[src/rtl/mem_stage_unit_if.sv]
// Data-memory request/acknowledge bundle between the MEM stage and the data memory.
// The stage drives the request side; the memory answers with ack and read data.
interface mem_stage_unit_if;
  logic        dmem_req_o;
  logic        dmem_we_o;
  logic [31:0] dmem_addr_o;
  logic [31:0] dmem_wdata_o;
  logic        dmem_ack_i;
  logic [31:0] dmem_rdata_i;

  modport master (
    output dmem_req_o,
    output dmem_we_o,
    output dmem_addr_o,
    output dmem_wdata_o,
    input  dmem_ack_i,
    input  dmem_rdata_i
  );

  modport slave (
    input  dmem_req_o,
    input  dmem_we_o,
    input  dmem_addr_o,
    input  dmem_wdata_o,
    output dmem_ack_i,
    output dmem_rdata_i
  );
endinterface

[src/rtl/mem_stage_unit.sv]
// MEM stage: branch/jump redirect, variable-latency load/store handshake,
// upstream stall generation and the MEM/WB pipeline register.
module mem_stage_unit (
  input  logic                     clk_i,
  input  logic                     rst_n,
  input  logic                     MemtoReg_i,
  input  logic                     Regwrite_i,
  input  logic                     Memread_i,
  input  logic                     Memwrite_i,
  input  logic                     Branch_i,
  input  logic                     BranchType_i,
  input  logic                     Jump_i,
  input  logic                     zero_i,
  input  logic [31:0]              pc_branch_i,
  input  logic [31:0]              pc_jump_i,
  input  logic [31:0]              ALU_result_i,
  input  logic [31:0]              write_data_i,
  input  logic [4:0]               Reg_addr_i,
  mem_stage_unit_if.master         dmem,
  output logic                     stall_o,
  output logic                     pc_src_o,
  output logic [31:0]              pc_target_o,
  output logic                     flush_o,
  output logic                     err_o,
  output logic                     Regwrite_o,
  output logic                     MemtoReg_o,
  output logic [4:0]               Reg_addr_o,
  output logic [31:0]              ALU_result_o,
  output logic [31:0]              read_data_o
);

  localparam logic [1:0] IDLE = 2'd0;
  localparam logic [1:0] BUSY = 2'd1;
  localparam logic [1:0] DONE = 2'd2;

  logic [1:0]  state_q;
  logic [1:0]  state_d;
  logic [31:0] rdata_q;

  logic access;
  logic misaligned;
  logic go;
  logic st_idle;
  logic st_busy;
  logic st_done;
  logic req;
  logic taken;

  assign access     = Memread_i | Memwrite_i;
  assign misaligned = access & (ALU_result_i[1:0] != 2'b00);
  assign go         = access & ~misaligned;

  assign st_idle = (state_q == IDLE);
  assign st_busy = (state_q == BUSY);
  assign st_done = (state_q == DONE);

  always_comb begin
    state_d = state_q;
    unique case (1'b1)
      st_idle: if (go) state_d = BUSY;
      st_busy: if (dmem.dmem_ack_i) state_d = DONE;
      st_done: state_d = IDLE;
      default: state_d = IDLE;
    endcase
  end

  always_ff @(posedge clk_i or negedge rst_n) begin
    if (!rst_n) begin
      state_q <= IDLE;
    end else begin
      state_q <= state_d;
    end
  end

  always_ff @(posedge clk_i or negedge rst_n) begin
    if (!rst_n) begin
      rdata_q <= '0;
    end else if (st_busy && dmem.dmem_ack_i) begin
      rdata_q <= dmem.dmem_rdata_i;
    end
  end

  // Reset gates the request so an in-flight access is dropped at once,
  // even while the EX/MEM fields still describe the access.
  assign req = rst_n & ((st_idle & go) | st_busy);

  assign dmem.dmem_req_o   = req;
  assign dmem.dmem_we_o    = req & Memwrite_i;
  assign dmem.dmem_addr_o  = ALU_result_i;
  assign dmem.dmem_wdata_o = write_data_i;

  assign stall_o = req;
  assign err_o   = misaligned;

  assign taken       = Branch_i & (zero_i ^ BranchType_i);
  assign pc_src_o    = (Jump_i | taken) & ~stall_o;
  assign pc_target_o = Jump_i ? pc_jump_i : pc_branch_i;
  assign flush_o     = pc_src_o;

  always_ff @(posedge clk_i or negedge rst_n) begin
    if (!rst_n) begin
      Regwrite_o   <= 1'b0;
      MemtoReg_o   <= 1'b0;
      Reg_addr_o   <= '0;
      ALU_result_o <= '0;
      read_data_o  <= '0;
    end else if (stall_o) begin
      Regwrite_o <= 1'b0;
      MemtoReg_o <= 1'b0;
    end else begin
      Regwrite_o   <= Regwrite_i & ~misaligned;
      MemtoReg_o   <= MemtoReg_i;
      Reg_addr_o   <= Reg_addr_i;
      ALU_result_o <= ALU_result_i;
      read_data_o  <= rdata_q;
    end
  end

endmodule

[src/flat_wrapper.sv]
// flat-port wrapper written by rule: the top's interface ports become plain ports
module mem_stage_unit_flat 
  (clk_i, rst_n, MemtoReg_i, Regwrite_i, Memread_i, Memwrite_i, Branch_i, BranchType_i, Jump_i, zero_i, pc_branch_i, pc_jump_i, ALU_result_i, write_data_i, Reg_addr_i, stall_o, pc_src_o, pc_target_o, flush_o, err_o, Regwrite_o, MemtoReg_o, Reg_addr_o, ALU_result_o, read_data_o, dmem_dmem_req_o, dmem_dmem_we_o, dmem_dmem_addr_o, dmem_dmem_wdata_o, dmem_dmem_ack_i, dmem_dmem_rdata_i);
  mem_stage_unit_if dmem_i ();
  input  logic clk_i;
  input  logic rst_n;
  input  logic MemtoReg_i;
  input  logic Regwrite_i;
  input  logic Memread_i;
  input  logic Memwrite_i;
  input  logic Branch_i;
  input  logic BranchType_i;
  input  logic Jump_i;
  input  logic zero_i;
  input  logic [31:0] pc_branch_i;
  input  logic [31:0] pc_jump_i;
  input  logic [31:0] ALU_result_i;
  input  logic [31:0] write_data_i;
  input  logic [4:0] Reg_addr_i;
  output logic stall_o;
  output logic pc_src_o;
  output logic [31:0] pc_target_o;
  output logic flush_o;
  output logic err_o;
  output logic Regwrite_o;
  output logic MemtoReg_o;
  output logic [4:0] Reg_addr_o;
  output logic [31:0] ALU_result_o;
  output logic [31:0] read_data_o;
  output wire logic [$bits(dmem_i.dmem_req_o)-1:0] dmem_dmem_req_o;
  output wire logic [$bits(dmem_i.dmem_we_o)-1:0] dmem_dmem_we_o;
  output wire logic [$bits(dmem_i.dmem_addr_o)-1:0] dmem_dmem_addr_o;
  output wire logic [$bits(dmem_i.dmem_wdata_o)-1:0] dmem_dmem_wdata_o;
  input wire logic [$bits(dmem_i.dmem_ack_i)-1:0] dmem_dmem_ack_i;
  input wire logic [$bits(dmem_i.dmem_rdata_i)-1:0] dmem_dmem_rdata_i;
  assign dmem_dmem_req_o = dmem_i.dmem_req_o;
  assign dmem_dmem_we_o = dmem_i.dmem_we_o;
  assign dmem_dmem_addr_o = dmem_i.dmem_addr_o;
  assign dmem_dmem_wdata_o = dmem_i.dmem_wdata_o;
  assign dmem_i.dmem_ack_i = dmem_dmem_ack_i;
  assign dmem_i.dmem_rdata_i = dmem_dmem_rdata_i;
  mem_stage_unit u_core (.clk_i(clk_i), .rst_n(rst_n), .MemtoReg_i(MemtoReg_i), .Regwrite_i(Regwrite_i), .Memread_i(Memread_i), .Memwrite_i(Memwrite_i), .Branch_i(Branch_i), .BranchType_i(BranchType_i), .Jump_i(Jump_i), .zero_i(zero_i), .pc_branch_i(pc_branch_i), .pc_jump_i(pc_jump_i), .ALU_result_i(ALU_result_i), .write_data_i(write_data_i), .Reg_addr_i(Reg_addr_i), .dmem(dmem_i), .stall_o(stall_o), .pc_src_o(pc_src_o), .pc_target_o(pc_target_o), .flush_o(flush_o), .err_o(err_o), .Regwrite_o(Regwrite_o), .MemtoReg_o(MemtoReg_o), .Reg_addr_o(Reg_addr_o), .ALU_result_o(ALU_result_o), .read_data_o(read_data_o));
endmodule
[config.mk]
export PLATFORM = sky130hd
export DESIGN_NAME = mem_stage_unit_flat
export DESIGN_NICKNAME = d
export VERILOG_FILES = /design/src/rtl/mem_stage_unit_if.sv /design/src/rtl/mem_stage_unit.sv /design/src/flat_wrapper.sv
export SDC_FILE = /design/constraint.sdc
export NUM_CORES = 1
export LEC_CHECK = 0
export BUFFER_PORTS_ARGS = -buffer_cell sky130_fd_sc_hd__buf_2
export CAP_MARGIN = 20
export CORE_AREA = 2 2 134 136
export CTS_CLUSTER_SIZE = 10
export DETAILED_ROUTE_END_ITERATION = 10
export DIE_AREA = 0 0 136 138
export PLACE_DENSITY = 0.67
export SLEW_MARGIN = 20
export SYNTH_ARGS = -nofsm -noshare
export SYNTH_HDL_FRONTEND = slang
export SYNTH_SLANG_ARGS = --single-unit
[constraint.sdc]
create_clock -name clk_i -period 2.1 [get_ports clk_i]
set_input_delay 0.21 -clock clk_i [delete_from_list [all_inputs] [get_ports clk_i]]
set_output_delay 0.21 -clock clk_i [all_outputs]
set_load 0.01 [all_outputs]
# Word-level counts from Yosys, hierarchy flattened
# Cells that the tools add are included.
[word_totals]
in_bits = 176
reg_bits = 105
wordCells = 34
output_inout_bits = 173
[op_classes]
bitwise_logic = 14
muxes = 6
reduce_logical = 4
n_eq_ne = 3
[ops]
columns = ["op", "count"]
rows = [
  ["$mux 32", 1],
  ["$and 1x1->1", 8],
  ["$mux 2", 2],
  ["$pmux 2 s2", 1],
  ["$or 1x1->1", 3],
  ["$eq 2x1->1 const B", 1],
  ["$logic_not 2->1", 1],
  ["$mux 1", 2],
  ["$ne 2x1->1 const B", 1],
  ["$ne 2x2->1 const B", 1],
  ["$not 1->1", 2],
  ["$reduce_and 2->1", 1],
  ["$reduce_bool 2->1", 1],
  ["$logic_and 1x1->1", 1],
  ["$xor 1x1->1", 1],
]

# Logic depth before layout (Yosys ltp)
[logic_depth]
ltp_word = 9
mapped_depth = 7
ltp_nobuf = 4

# Worst setup path after synthesis
# OpenSTA, ideal clock, no wires.
[synth_timing]
kind = "input to output"
from = "in Memwrite_i"
to = "out pc_src_o"
cell_stages = 7
required_ns = 1.890
arrival_ns = 1.328
slack_ns = 0.562
path_buffers = 3
cell_sequence = "or2_1 a21oi_2 nor3b_2 buf_6 buf_6 nor2_1 buf_4"
[synth_via]
elab_chain_cells = 9
[synth_lines]
columns = ["item", "line", "rtl"]
rows = [
  ["from (decl)", "flat_wrapper.sv:10", "input logic Memwrite_i;"],
  ["$or 1x1->1 *", "mem_stage_unit.sv:49", "assign access = Memread_i | Memwrite_i;"],
  ["$and 1x1->1", "mem_stage_unit.sv:50", "assign misaligned = access & (ALU_result_i[1:0] != 2'b00);"],
  ["$not 1->1", "mem_stage_unit.sv:51", "assign go = access & ~misaligned;"],
  ["$and 1x1->1 *", "mem_stage_unit.sv:51", ""],
  ["$and 1x1->1 *", "mem_stage_unit.sv:85", "assign req = rst_n & ((st_idle & go) | st_busy);"],
  ["$or 1x1->1 *", "mem_stage_unit.sv:85", ""],
  ["$and 1x1->1 *", "mem_stage_unit.sv:85", ""],
  ["net dmem_dmem_req_o", "flat_wrapper.sv:30", "output wire logic [$bits(dmem_i.dmem_req_o)-1:0] dmem_dmem_req_o;"],
  ["$not 1->1 *", "mem_stage_unit.sv:96", "assign pc_src_o = (Jump_i | taken) & ~stall_o;"],
  ["$and 1x1->1 *", "mem_stage_unit.sv:96", ""],
  ["to (decl)", "flat_wrapper.sv:21", "output logic pc_src_o;"],
]
# The timed path passes the listed nets; every way through them passes the cells marked *.

# Worst setup path after layout
[layout_timing]
from = "in rst_n"
to = "out dmem_dmem_we_o"
[layout_via]
elab_chain_cells = 2
[layout_lines]
columns = ["item", "line", "rtl"]
rows = [
  ["from (decl)", "flat_wrapper.sv:6", "input logic rst_n;"],
  ["$and 1x1->1", "mem_stage_unit.sv:85", ""],
  ["$and 1x1->1", "mem_stage_unit.sv:88", "assign dmem.dmem_we_o = req & Memwrite_i;"],
  ["to (decl)", "flat_wrapper.sv:31", "output wire logic [$bits(dmem_i.dmem_we_o)-1:0] dmem_dmem_we_o;"],
]
# No other way between the ends.

==> metrics.md <==
| Metric | Value |
|---|---|
| IO Count | between 300 and 400 |
| Unrepaired setup endpoints after global routing | false |
| Number of flops mapped to enable cells by yosys | 0 |
| Power per Cell Area | approximately 940 nW/um^2 |
| Core area | ~18000 um^2 |
| Outcome | finished, final reports clean |
| Hold crit path type | in2reg |
| Part of the Yosys area used for sequential elements | about 52% |
| Area growth, synth to finish | 29.5% |
| Worst path max stage delay | around 0.56 ns |
| Storage cell area | between 2000 and 3000 um^2 |
| PortBufs | ~280 |
| Crit path depth | 6 |
| IR drop worst, VDD | about 0.54 mV |
| Clk_lat worst skew | roughly 0.34 ns |
| Largest net degree at the start of global routing | around 110 |
| Critical Path Source Type | input port |
| Final wirelength | around 13000 um |
| Post-CTS Hold Buffers | 1 |
| Critical path type | in2out |
| Hold path start | dmem_dmem_rdata_i[11] |
| Die Y-Extent | between 100 and 150 um |
| Slew Limit Fails | 0 |
| Vias in the first global route | around 3600 |
| Filler-free cell count of the finished design | 856 |
| Synth cell count leaders | dfrtp_1 (105), nand2_1 (96), buf_4 (66) |
| Clock tree buffer depth | 2 |
| Die W | between 100 and 150 um |
| Via count | around 3600 |
| Setup violators final | 0 |
| 1st-iter DRT viols | between 100 and 150 |
| Netlist cell types | 24 |
| Wire length per cell | ~15 um |
| MaxCap Viol Count | 0 |
| Fmax | a little over 500 MHz |
| Slew headroom | roughly 53% |
| DR DRC count | 0 |
| Syn Area/Cell | ~13 um^2 |
| P_leak | ~3.5 nW |
| Clk sinks | around 110 |
| Ys flop type | dfrtp_1 |
| CTS root buf | clkbuf_16 |
| Clock skew | 0.00808 ns |
| # resized after CTS | 0 |
| Synth Cell Area | between 5000 and 6000 um^2 |
| Fill cells | between 1500 and 2000 |
| # placed instances | between 800 and 900 |
| Mapped Cells | between 400 and 500 |
| Area leader, netlist | dfrtp_1 |
| Hold Vio Cnt, Final | 0 |
| Number of cell rows | between 40 and 50 |
| Drt via density | 4.18 |
| Actual slew at the worst max-slew pin | between 0.7 and 0.8 ns |
| Worst Path Buf+Inv | 4 |
| Shortest period the worst path allows | between 1.5 and 2 ns |
| Reg clk slew, reported paths | roughly 0.070 ns |
| Reg2Reg Launch Point | u_core.state_q[0]$_DFFE_PN0P_ |
| H-tree levels | 3 |
| Crit path cell chain | dlygate4sd3_1, buf_4, nor3b_4, buf_12, and2_1, buf_2 |
| Share of layout cells above drive strength 1 | between 60 and 70% |
| FF-to-FF path depth | 4 |
| Reg-to-reg setup timing slack | about 0.50 ns |
| Synthesized Nets | a little under 600 |
| DRT Pass-1 Iters | 4 |
| # diodes | 0 |
| Initial antenna violation count | 1 |
| Routed Antenna Nets | 0 |
| Destination of the worst hold path | u_core.rdata_q[11]$_DFFE_PN0P_ |
| Initial core utilization | 28.8% |
| Setup TNS | 0 ns |
| Global-route usage over all layers | around 13% |
| Nets | between 700 and 800 |
| Critical Path RT | about 1.9 ns |
| GP Congestion | 0.893 |
| Footprint of the multi-input gates | 1810 um^2 |
| Async set-reset flop share out of synthesis | 100% |
| CTS Buf Count | 9 |
| CTS tree | yes |
| Worst Path Arrival | about 1.7 ns |
| Number of synthesized register bits | between 100 and 150 |
| Post-CTS setup buffers | 0 |
| Worst hold stages | 3 |
| Global-route wire length before repair | 19500 um |
| Top cells by area in the synthesized netlist | dfrtp_1 (52%), mux2_4 (16%), buf_4 (9.8%) |
| Grt total ovfl | 0 |
| Yosys top cell area share | roughly half |
| Most frequent cell after synthesis | dfrtp_1 |
| Top Family by Delay on Critical Path | buffers and inverters |
| Worst path slowest cell | dlygate4sd3_1 |
| Worst setup EP type | output pin |
| Post-DP HPWL | between 9000 and 10000 um |
| CP Max Fanout | 23 |
| R2R Path End | u_core.ALU_result_o[31]$_DFFE_PN0N_ |
| Die ar. | around 19000 um^2 |
| YS warnings | 0 |
| Final Cycle Share | just over 90% |
## through the flow
| stage | hold WS, ns | setup slack, ns | power (W) | instance area [um^2] | utilization, % |
|---|---|---|---|---|---|
| floorplan | -0.0856 | 0.562 | 0.00392 | 5050 | - |
| CTS | 0.0287 | 0.150 | 0.00628 | 6540 | 37.3 |
| finish | 0.0498 | 0.158 | 0.00616 | 6540 | 37.3 |
| detailed placement | 0.373 | 0.337 | 0.00459 | 6250 | 35.6 |
| global route | 0.0322 | 0.0700 | 0.00658 | 6540 | 37.3 |
| global placement | 0.386 | 0.347 | 0.00455 | 6250 | 35.6 |
## worst reg2reg max path, stage by stage, from the launching register on
cell	delay (ns)
dfrtp_1	0.42
a21oi_2	0.07
nor3b_4	0.31
buf_12	0.31
mux2_1	0.38
## worst max-delay path by stage
stage                                               to            start  slack (ns)
detailed placement  u_core.read_data_o[27]$_DFFE_PN0N_  ALU_result_i[1]        0.34
global route                            dmem_dmem_we_o            rst_n        0.07
floorplan                                     pc_src_o       Memwrite_i        0.56
CTS                                     dmem_dmem_we_o            rst_n        0.15
global placement    u_core.read_data_o[15]$_DFFE_PN0N_  ALU_result_i[1]        0.35
finish                                  dmem_dmem_we_o            rst_n        0.16
## sequential cells by signal, summed over array words and instances (netlist names)
name                 cells
u_core.ALU_result_o     32
u_core.MemtoReg_o        1
u_core.Reg_addr_o        5
u_core.Regwrite_o        1
u_core.rdata_q          32
u_core.read_data_o      32
u_core.state_q           2
## layer usage
| layer | global-route usage, % | share of wire, % | vias to the layer above |
|---|---|---|---|
| li1 | - | - | 1687 |
| met4 | 3.78 | 1.5 | 0 |
| met2 | 21.6 | 47 | 174 |
| met3 | 5.46 | 10 | 31 |
| met5 | 0 | 0 | - |
| met1 | 16.7 | 42 | 1684 |
## power by group
| group | internal, W | leakage [nW] | switching, W |
|---|---|---|---|
| clock network | 0.000910 | 0.137 | 0.000712 |
| registers | 0.00256 | 1.28 | 0.000275 |
| logic | 0.000912 | 2.09 | 0.000790 |
| total | 0.00438 | 3.51 | 0.00178 |
## area by class of cell
cell class                 instances  area share [%]
tap                              229            4.38
clock buffer                       9            3.44
sequential                       105            40.2
inverter                           1          0.0574
clock inverter                     6           0.918
timing repair buffer             293            23.4
multi-input combinational        213            27.6
## cells by family (layout without fill, tap and decap cells)
logic type / count (synthesis) / in the layout / share of synthesized area [%]
compound gates: 5 / 5 / 0.718
flops: 105 / 105 / 52.0
xor+xnor: 1 / 1 / 0.173
buf+inv: 85 / 309 / 12.3
simple gates: 108 / 108 / 8.79
mux: 99 / 99 / 26.0
## placed cells by master (no fill, tap or decap), drive strengths merged, types with 2 or more instances in the layout
master,synthesis,layout
a21oi,3,3
a22o,2,2
buf,77,292
clkbuf,7,9
clkinv,0,3
clkinvlp,0,2
dfrtp,105,105
mux2,99,99
nand2,96,96
nand3b,3,3
nor2,2,2
nor2b,2,2
nor3b,2,2
Power figures use the tool's default switching activity.
